[config.mk]
export PLATFORM = sky130hd
export DESIGN_NAME = mc_main_control
export DESIGN_NICKNAME = d
export VERILOG_FILES = /design/src/rtl/mc_main_control.sv
export SDC_FILE = /design/constraint.sdc
export NUM_CORES = 1
export LEC_CHECK = 0
export CAP_MARGIN = 20
export CELL_PAD_IN_SITES_DETAIL_PLACEMENT = 0
export CELL_PAD_IN_SITES_GLOBAL_PLACEMENT = 1
export CORE_UTILIZATION = 25
export DETAILED_ROUTE_END_ITERATION = 10
export PLACE_DENSITY = 0.86
export SLEW_MARGIN = 10
export SYNTH_ARGS = -nofsm -noshare
export SYNTH_HDL_FRONTEND = slang
export SYNTH_SLANG_ARGS = --single-unit
[constraint.sdc]
create_clock -name clk -period 1.6 [get_ports clk]
set_input_delay 0.32 -clock clk [delete_from_list [all_inputs] [get_ports clk]]
set_output_delay 0.32 -clock clk [all_outputs]
set_load 0.01 [all_outputs]
[src/rtl/mc_main_control.sv]
// mc_main_control
// Main control FSM for a multicycle MIPS datapath. It steps one instruction
// through fetch, decode, execute, memory and writeback cycles, sharing a
// single ALU, register file, memory port and PC. It drives every datapath
// mux select and write enable, plus the 2-bit ALUOp that the downstream
// ALU-function decoder consumes. The memory port can stall the sequence by
// holding mem_ready low in FETCH, MEMRD or MEMWR.
//
// Ports
//   clk          rising-edge clock
//   rst_n        synchronous active-low reset
//   Op           opcode from the instruction register (valid from DECODE on)
//   mem_ready    memory port finished the current access this cycle
//   PCWrite      unconditional PC load
//   PCWriteCond  PC load qualified by ALU Zero in the datapath
//   IorD         memory address select: 0 = PC, 1 = ALUOut
//   MemRead      memory read request
//   MemWrite     memory write request
//   IRWrite      instruction register load
//   MemtoReg     register write data select: 1 = MDR
//   PCSource     PC source: 00 = ALU, 01 = ALUOut, 10 = jump target
//   ALUOp        00 = add, 01 = subtract, 10 = decode funct
//   ALUSrcA      0 = PC, 1 = register A
//   ALUSrcB      00 = B, 01 = 4, 10 = sign-extended imm, 11 = imm << 2
//   RegWrite     register file write
//   RegDst       destination select: 1 = rd, 0 = rt
//   illegal_op   one-cycle pulse in DECODE on an unsupported opcode
//   state        current state encoding (debug)
module mc_main_control #(
  parameter logic [5:0] OP_RTYPE = 6'b000000,
  parameter logic [5:0] OP_LW    = 6'b100011,
  parameter logic [5:0] OP_SW    = 6'b101011,
  parameter logic [5:0] OP_BEQ   = 6'b000100,
  parameter logic [5:0] OP_J     = 6'b000010,
  parameter logic [5:0] OP_ADDI  = 6'b001000
) (
  input  logic       clk,
  input  logic       rst_n,
  input  logic [5:0] Op,
  input  logic       mem_ready,
  output logic       PCWrite,
  output logic       PCWriteCond,
  output logic       IorD,
  output logic       MemRead,
  output logic       MemWrite,
  output logic       IRWrite,
  output logic       MemtoReg,
  output logic [1:0] PCSource,
  output logic [1:0] ALUOp,
  output logic       ALUSrcA,
  output logic [1:0] ALUSrcB,
  output logic       RegWrite,
  output logic       RegDst,
  output logic       illegal_op,
  output logic [3:0] state
);

  typedef enum logic [3:0] {
    S_FETCH  = 4'd0,
    S_DECODE = 4'd1,
    S_MEMADR = 4'd2,
    S_MEMRD  = 4'd3,
    S_MEMWB  = 4'd4,
    S_MEMWR  = 4'd5,
    S_EXEC   = 4'd6,
    S_RWB    = 4'd7,
    S_BRANCH = 4'd8,
    S_JUMP   = 4'd9,
    S_ADDIEX = 4'd10,
    S_ADDIWB = 4'd11
  } state_t;

  state_t state_q, state_d;

  always_ff @(posedge clk) begin
    if (!rst_n) state_q <= S_FETCH;
    else        state_q <= state_d;
  end

  assign state = state_q;

  always_comb begin
    state_d     = S_FETCH;
    PCWrite     = 1'b0;
    PCWriteCond = 1'b0;
    IorD        = 1'b0;
    MemRead     = 1'b0;
    MemWrite    = 1'b0;
    IRWrite     = 1'b0;
    MemtoReg    = 1'b0;
    PCSource    = 2'b00;
    ALUOp       = 2'b00;
    ALUSrcA     = 1'b0;
    ALUSrcB     = 2'b00;
    RegWrite    = 1'b0;
    RegDst      = 1'b0;
    illegal_op  = 1'b0;

    case (state_q)
      S_FETCH: begin
        // PC+4 is computed alongside the fetch; IR and PC only commit
        // once memory has actually returned the instruction.
        MemRead = 1'b1;
        ALUSrcB = 2'b01;
        IRWrite = mem_ready;
        PCWrite = mem_ready;
        state_d = mem_ready ? S_DECODE : S_FETCH;
      end
      S_DECODE: begin
        // Branch target is precomputed here into ALUOut.
        ALUSrcB = 2'b11;
        if ((Op == OP_LW) || (Op == OP_SW)) state_d = S_MEMADR;
        else if (Op == OP_RTYPE)            state_d = S_EXEC;
        else if (Op == OP_BEQ)              state_d = S_BRANCH;
        else if (Op == OP_J)                state_d = S_JUMP;
        else if (Op == OP_ADDI)             state_d = S_ADDIEX;
        else begin
          illegal_op = 1'b1;
          state_d    = S_FETCH;
        end
      end
      S_MEMADR: begin
        ALUSrcA = 1'b1;
        ALUSrcB = 2'b10;
        state_d = (Op == OP_LW) ? S_MEMRD : S_MEMWR;
      end
      S_MEMRD: begin
        MemRead = 1'b1;
        IorD    = 1'b1;
        state_d = mem_ready ? S_MEMWB : S_MEMRD;
      end
      S_MEMWB: begin
        RegWrite = 1'b1;
        MemtoReg = 1'b1;
        state_d  = S_FETCH;
      end
      S_MEMWR: begin
        // Write request is held for the whole stall.
        MemWrite = 1'b1;
        IorD     = 1'b1;
        state_d  = mem_ready ? S_FETCH : S_MEMWR;
      end
      S_EXEC: begin
        ALUSrcA = 1'b1;
        ALUOp   = 2'b10;
        state_d = S_RWB;
      end
      S_RWB: begin
        RegWrite = 1'b1;
        RegDst   = 1'b1;
        state_d  = S_FETCH;
      end
      S_BRANCH: begin
        ALUSrcA     = 1'b1;
        ALUOp       = 2'b01;
        PCWriteCond = 1'b1;
        PCSource    = 2'b01;
        state_d     = S_FETCH;
      end
      S_JUMP: begin
        PCWrite  = 1'b1;
        PCSource = 2'b10;
        state_d  = S_FETCH;
      end
      S_ADDIEX: begin
        ALUSrcA = 1'b1;
        ALUSrcB = 2'b10;
        state_d = S_ADDIWB;
      end
      S_ADDIWB: begin
        RegWrite = 1'b1;
        state_d  = S_FETCH;
      end
      default: state_d = S_FETCH;
    endcase

    // Reset must abandon the instruction immediately, so no write or
    // memory request may escape during the reset cycle itself.
    if (!rst_n) begin
      PCWrite     = 1'b0;
      PCWriteCond = 1'b0;
      MemRead     = 1'b0;
      MemWrite    = 1'b0;
      IRWrite     = 1'b0;
      RegWrite    = 1'b0;
      illegal_op  = 1'b0;
    end
  end

endmodule

==> impl_metrics.ini, run 1 <==
[routing]
vias_per_cell = 4.811
first_iter_violations = 20
wl_per_cell_microns = 12.10
first_pass_iters = 4
postRouteAntennaNets = 0
vias = 890
wirelength_mm = 2.238
drc = 0

[layout]
drive_gt1_frac = 0.5949
final_cells = 185
diodes = 0
final_nets = 169
areaGrowthSynthToFinish_pct = 125.1
largest_reg_flops = 4

[yosys]
synth_ff_type = dfxtp_1
synth_common_cells = 10 x a21oi_1, 10 x nor2_1, 6 x nor3_1
post_synth.cell_area_avg_sq_um = 6.889
synth-seq-cells = 4
syn_nets = 90
synth_edf_count = 0
syn-instance-count = 81
yosysWarnings = 0
synth_cell_types = 35
synth_top_area_cell = dfxtp_1
synthesis.area_sq_um = 558.0
synth_top_area_frac = 0.1435
synth-async-reset-ratio = 0
synthTopCellsByArea = dfxtp_1 14%, a21oi_1 9.0%, nor2_1 6.7%
seq_area_frac_synth = 0.1435

[global_route]
grt_pass1_wl_mm = 3.505
grt-ovfl-total = 0
grt_max_degree = 11
antenna_found_initial = 0
grt_pass1_vias = 810
grt_use_total = 0.1849

[timing]
worst_slack_ns = -0.03812
hold_viol = 0
clock_skew_ns = 0.007286
rsz0062_at_grt = true
fin_hold_ws_ns = 0.5466
timing_worst_slew_pin_value_ns = 0.2804
finalMaxSlewViolations = 0
clock.fmax_ghz = 0.6105
period_share = 1.024
setup_violations = 1
slew_headroom = 0.8114
layout_min_cycle_time_ns = 1.638
tns_ns = -0.03812

[clock_tree]
numCtsBuffers = 3
ctsHoldBuffers = 0
cts_sinks = 4
clk_latency_ns = 0.24
clk_pin_slew_ns = 0.03
htreeDepth = 1
clock_path_buffers = 2
cts_tree = yes
cts-root-buf = clkbuf_4

[min_path]
worstHoldPathType = in2reg

[placement]
portBuffers = 29
place.gp.congestion = 0.7817
dp_cells = 163
dp_hpwl_mm = 1.449
place_ws_ns = -0.7593

[pwr]
ir_drop_mv = 0.2472
power.density_nw_per_um2 = 316.7
p_leak_nw = 0.6125
power_uw = 397.9

[setup_path]
critPathKind = reg2out
slowest_stage = dfxtp_2
r2r_setup_slack_ns = 0.16
worstPathMaxFanout = 7
critPathArrivalTime_ns = 1.32
cp.required_ns = 1.28
cp_cell_sequence = buf_6, buf_6, nor2_2, and4_1, o21bai_1, buf_2
cpMostUsedCell = buf_6
start_kind = flip-flop
critPathTopFamily = buffers and inverters
slowest_delay_ns = 0.32
cp-end-kind = output port
cp.buffers_inverters = 3

[floorplan]
io_pins = 30
die_h_microns = 49.25
num_rows = 16
dieArea_sq_um = 2425
die_width_microns = 49.25
initial_core_util = 0.2760
coreArea_sq_um = 2022

[outcome]
status = complete, but fails checks
failed_checks = negative setup slack

[job]
cap_violations = 0
[placed cells by master, fill, tap and decap left out, drive strengths merged, types with 3 or more instances in the layout]
cell          n
a21oi        10
buf          60
clkbuf       13
dfxtp         4
dlygate4sd2   7
nand2         4
nand2b        7
nor2         11
nor3          6
nor4          3
o21ai         6
[kinds of logic (layout without fill, tap and decap cells)]
| logic type | after synthesis | count (layout) | share of synthesized area |
|---|---|---|---|
| AO/OA/AOI/OAI | 27 | 27 | 0.2960 |
| XOR/XNOR | 1 | 1 | 0.01570 |
| buffers and inverters | 7 | 84 | 0.07173 |
| flip-flops | 4 | 4 | 0.1435 |
| AND/OR/NAND/NOR | 42 | 42 | 0.4731 |
[power by group]
part / internal, mW / switching [mW] / total [mW] / leakage, nW
sequential: 0.0997 / 0.00231 / 0.102 / 0.0349
combinational: 0.0930 / 0.0750 / 0.168 / 0.564
clock: 0.0840 / 0.0440 / 0.128 / 0.0138
[per-layer routing]
metal / share of wire / GRT usage
met2: 0.53 / 0.3379
met5: 0 / 0
met4: 0.012 / 0.07843
met1: 0.39 / 0.2085
met3: 0.063 / 0.02804
[tightest hold or removal path, cell delays in order]
cell and delay [ns]:
clkbuf_2 0.12, buf_4 0.13, nor4b_4 0.04, nand2_1 0.05
a21oi_1 0.06
[through the flow]
| step | utilization | cell area [sq um] |
|---|---|---|
| floorplan | - | 558.0 |
| global placement | 0.5371 | 1086 |
| detailed placement | 0.5371 | 1086 |
| CTS | 0.6071 | 1227 |
| global route | 0.6213 | 1256 |
| finish | 0.6213 | 1256 |
[area by class of cell]
class | count | area (sq um)
clock buffers | 3 | 22.52
fillers | 191 | 765.7
inverters | 1 | 3.754
multi-input cells | 70 | 513.0
flip-flops and latches | 4 | 90.09
well taps | 27 | 33.78
repair buffers | 80 | 593.1
[path summary, 6_finish.rpt]
path,endpoint,depth (start not counted),from
worst min-delay path,state[1],5,Op[2]
worst min register to register,state[3],2,state[3]
worst max register to register,state[2],6,state[2]
worst max-delay path,PCWrite,6,state[1]
[what timing repair did]
action	in CTS	in global routing
endpoints found under the setup margin	22	13
gates resized for setup	72	29
setup buffers	14	5
pin swaps	5	8
No activity file was read; power rests on OpenSTA's default activity.
==> run 2: changes to the inputs <==
SLEW_MARGIN = unset   (was 10)
==> results of run 2 <==
The final DEF is identical to that of run 1; final timing and power are the same.
==> run 3: changes to the inputs <==
SKIP_LAST_GASP = 1   (was unset)
==> run 3 against run 2 <==
The run still ends with negative setup slack left. Die area did not move. Total power fell by 0.12%. Sequential power barely moved. Non-clock buffer count did not move. Wire length fell by 1.2%. Final cell count did not move. Critical path depth did not move. Core utilization fell by 0.25 points. Register-to-register slack barely moved.
==> impl_metrics.ini, run 3 (synthesis results as in run 1) <==
[outcome]
status = complete, but fails checks
failed_checks = negative setup slack

[layout]
drive_gt1_frac = 0.5759
final_nets = 169
utilization = 0.6188
final_cells = 185
largest_reg_flops = 4
areaGrowthSynthToFinish_pct = 124.2
layout_common_cells = 47 x buf_4, 10 x dlygate4sd2_1, 9 x nor2_1, 9 x clkbuf_2, 8 x a21oi_1
finalInstanceArea_sq_um = 1251
diodes = 0
final_common_cell = buf_4

[timing]
finalMaxSlewViolations = 0
layout_min_cycle_time_ns = 1.638
period_share = 1.024
clock.fmax_ghz = 0.6104
timing_worst_slew_pin_value_ns = 0.2804
clock_skew_ns = 0.008502
worst_slack_ns = -0.03830
rsz0062_at_grt = true
slew_headroom = 0.8114
hold_viol = 0
setup_violations = 3

[floorplan]
die_width_microns = 49.25
initial_core_util = 0.2760
coreArea_sq_um = 2022
num_rows = 16
dieArea_sq_um = 2425
io_pins = 30
die_h_microns = 49.25

[routing]
postRouteAntennaNets = 0
vias = 898
drc = 0
wirelength_mm = 2.212
vias_per_cell = 4.854
first_pass_iters = 4
first_iter_violations = 22
wl_per_cell_microns = 11.96

[min_path]
whs_path_depth = 5
hold_path_startpoint = Op[2]
worstHoldPathType = in2reg
holdPathEnd = state[1]

[setup_path]
r2r_setup_slack_ns = 0.17
r2r_end = state[2]
start_kind = flip-flop
critPathArrivalTime_ns = 1.32
critPathKind = reg2out
worst_r2r_path_depth = 6
cp.required_ns = 1.28
r2r_start = state[2]
worstPathMaxFanout = 7
cp-end-kind = output port

[clock_tree]
numCtsBuffers = 3
htreeDepth = 1
clock_path_buffers = 2
ctsHoldBuffers = 0
cts-root-buf = clkbuf_4
cts_sinks = 4
clk_latency_ns = 0.24
cts_tree = yes
clk_pin_slew_ns = 0.03

[placement]
portBuffers = 29
place.gp.congestion = 0.7817
dp_cells = 163
dpl_cell_area_sq_um = 1086
dp_hpwl_mm = 1.449

[pwr]
power_uw = 397.4
p_leak_nw = 0.6265
power.density_nw_per_um2 = 317.6
ir_drop_mv = 0.2462

[global_route]
grt_pass1_vias = 812
antenna_found_initial = 0
grt-ovfl-total = 0
grt_use_total = 0.1849
grt_max_degree = 11
grt_pass1_wl_mm = 3.505

[job]
cap_violations = 0
## run 3: where the power goes
group	internal [mW]	switching, mW	total [mW]
clock network	0.0841	0.0456	0.130
registers	0.0996	0.00232	0.102
logic	0.0926	0.0732	0.166
## run 3: worst max path at each step
stage          depth (start not counted)         end     start
5_1_grt                                6     PCWrite  state[1]
2_1_floorplan                          4    RegWrite  state[3]
3_5_place_dp                           6  illegal_op     Op[0]
3_3_place_gp                           6  illegal_op     Op[0]
6_report                               6     PCWrite  state[1]
4_1_cts                                6  illegal_op     Op[0]
## run 3: stage by stage
| stage | TNS, ns | hold slack [ns] | setup slack, ns |
|---|---|---|---|
| 2_1_floorplan | 0 | 0.4953 | 0.05210 |
| 3_3_place_gp | -3.937 | 0.6336 | -0.6677 |
| 3_5_place_dp | -4.278 | 0.6466 | -0.7593 |
| 4_1_cts | -0.3229 | 0.6762 | -0.2342 |
| 5_1_grt | -0.5027 | 0.5663 | -0.09825 |
| 6_report | -0.06025 | 0.5334 | -0.03830 |
## run 3: per-layer routing
metal | track usage | up-vias | routed length, microns
met5 | 0 | - | 0
met4 | 0.07843 | 0 | 28
met3 | 0.02804 | 5 | 146
met2 | 0.3379 | 37 | 1159
met1 | 0.2085 | 399 | 878
li1 | - | 457 | -
## run 3: final cells by class
type	instances	area (sq um)
sequential	4	90.09
timing repair buffer	80	599.3
multi-input combinational	70	501.7
fill	195	770.7
clock buffer	3	22.52
inverter	1	3.754
tap	27	33.78
## run 3: critical path: stages, from the launching register on
cell      delay (ns)
dfxtp_2         0.32
buf_6           0.13
buf_6           0.11
nor2_2          0.06
and4_1          0.20
o21bai_1        0.11
buf_2           0.14
## run 3: what timing repair did
item                                    CTS  global route
pin swaps                                 5             7
gates resized for setup                  70            23
endpoints found under the setup margin   22            13
buffers inserted                         14             5
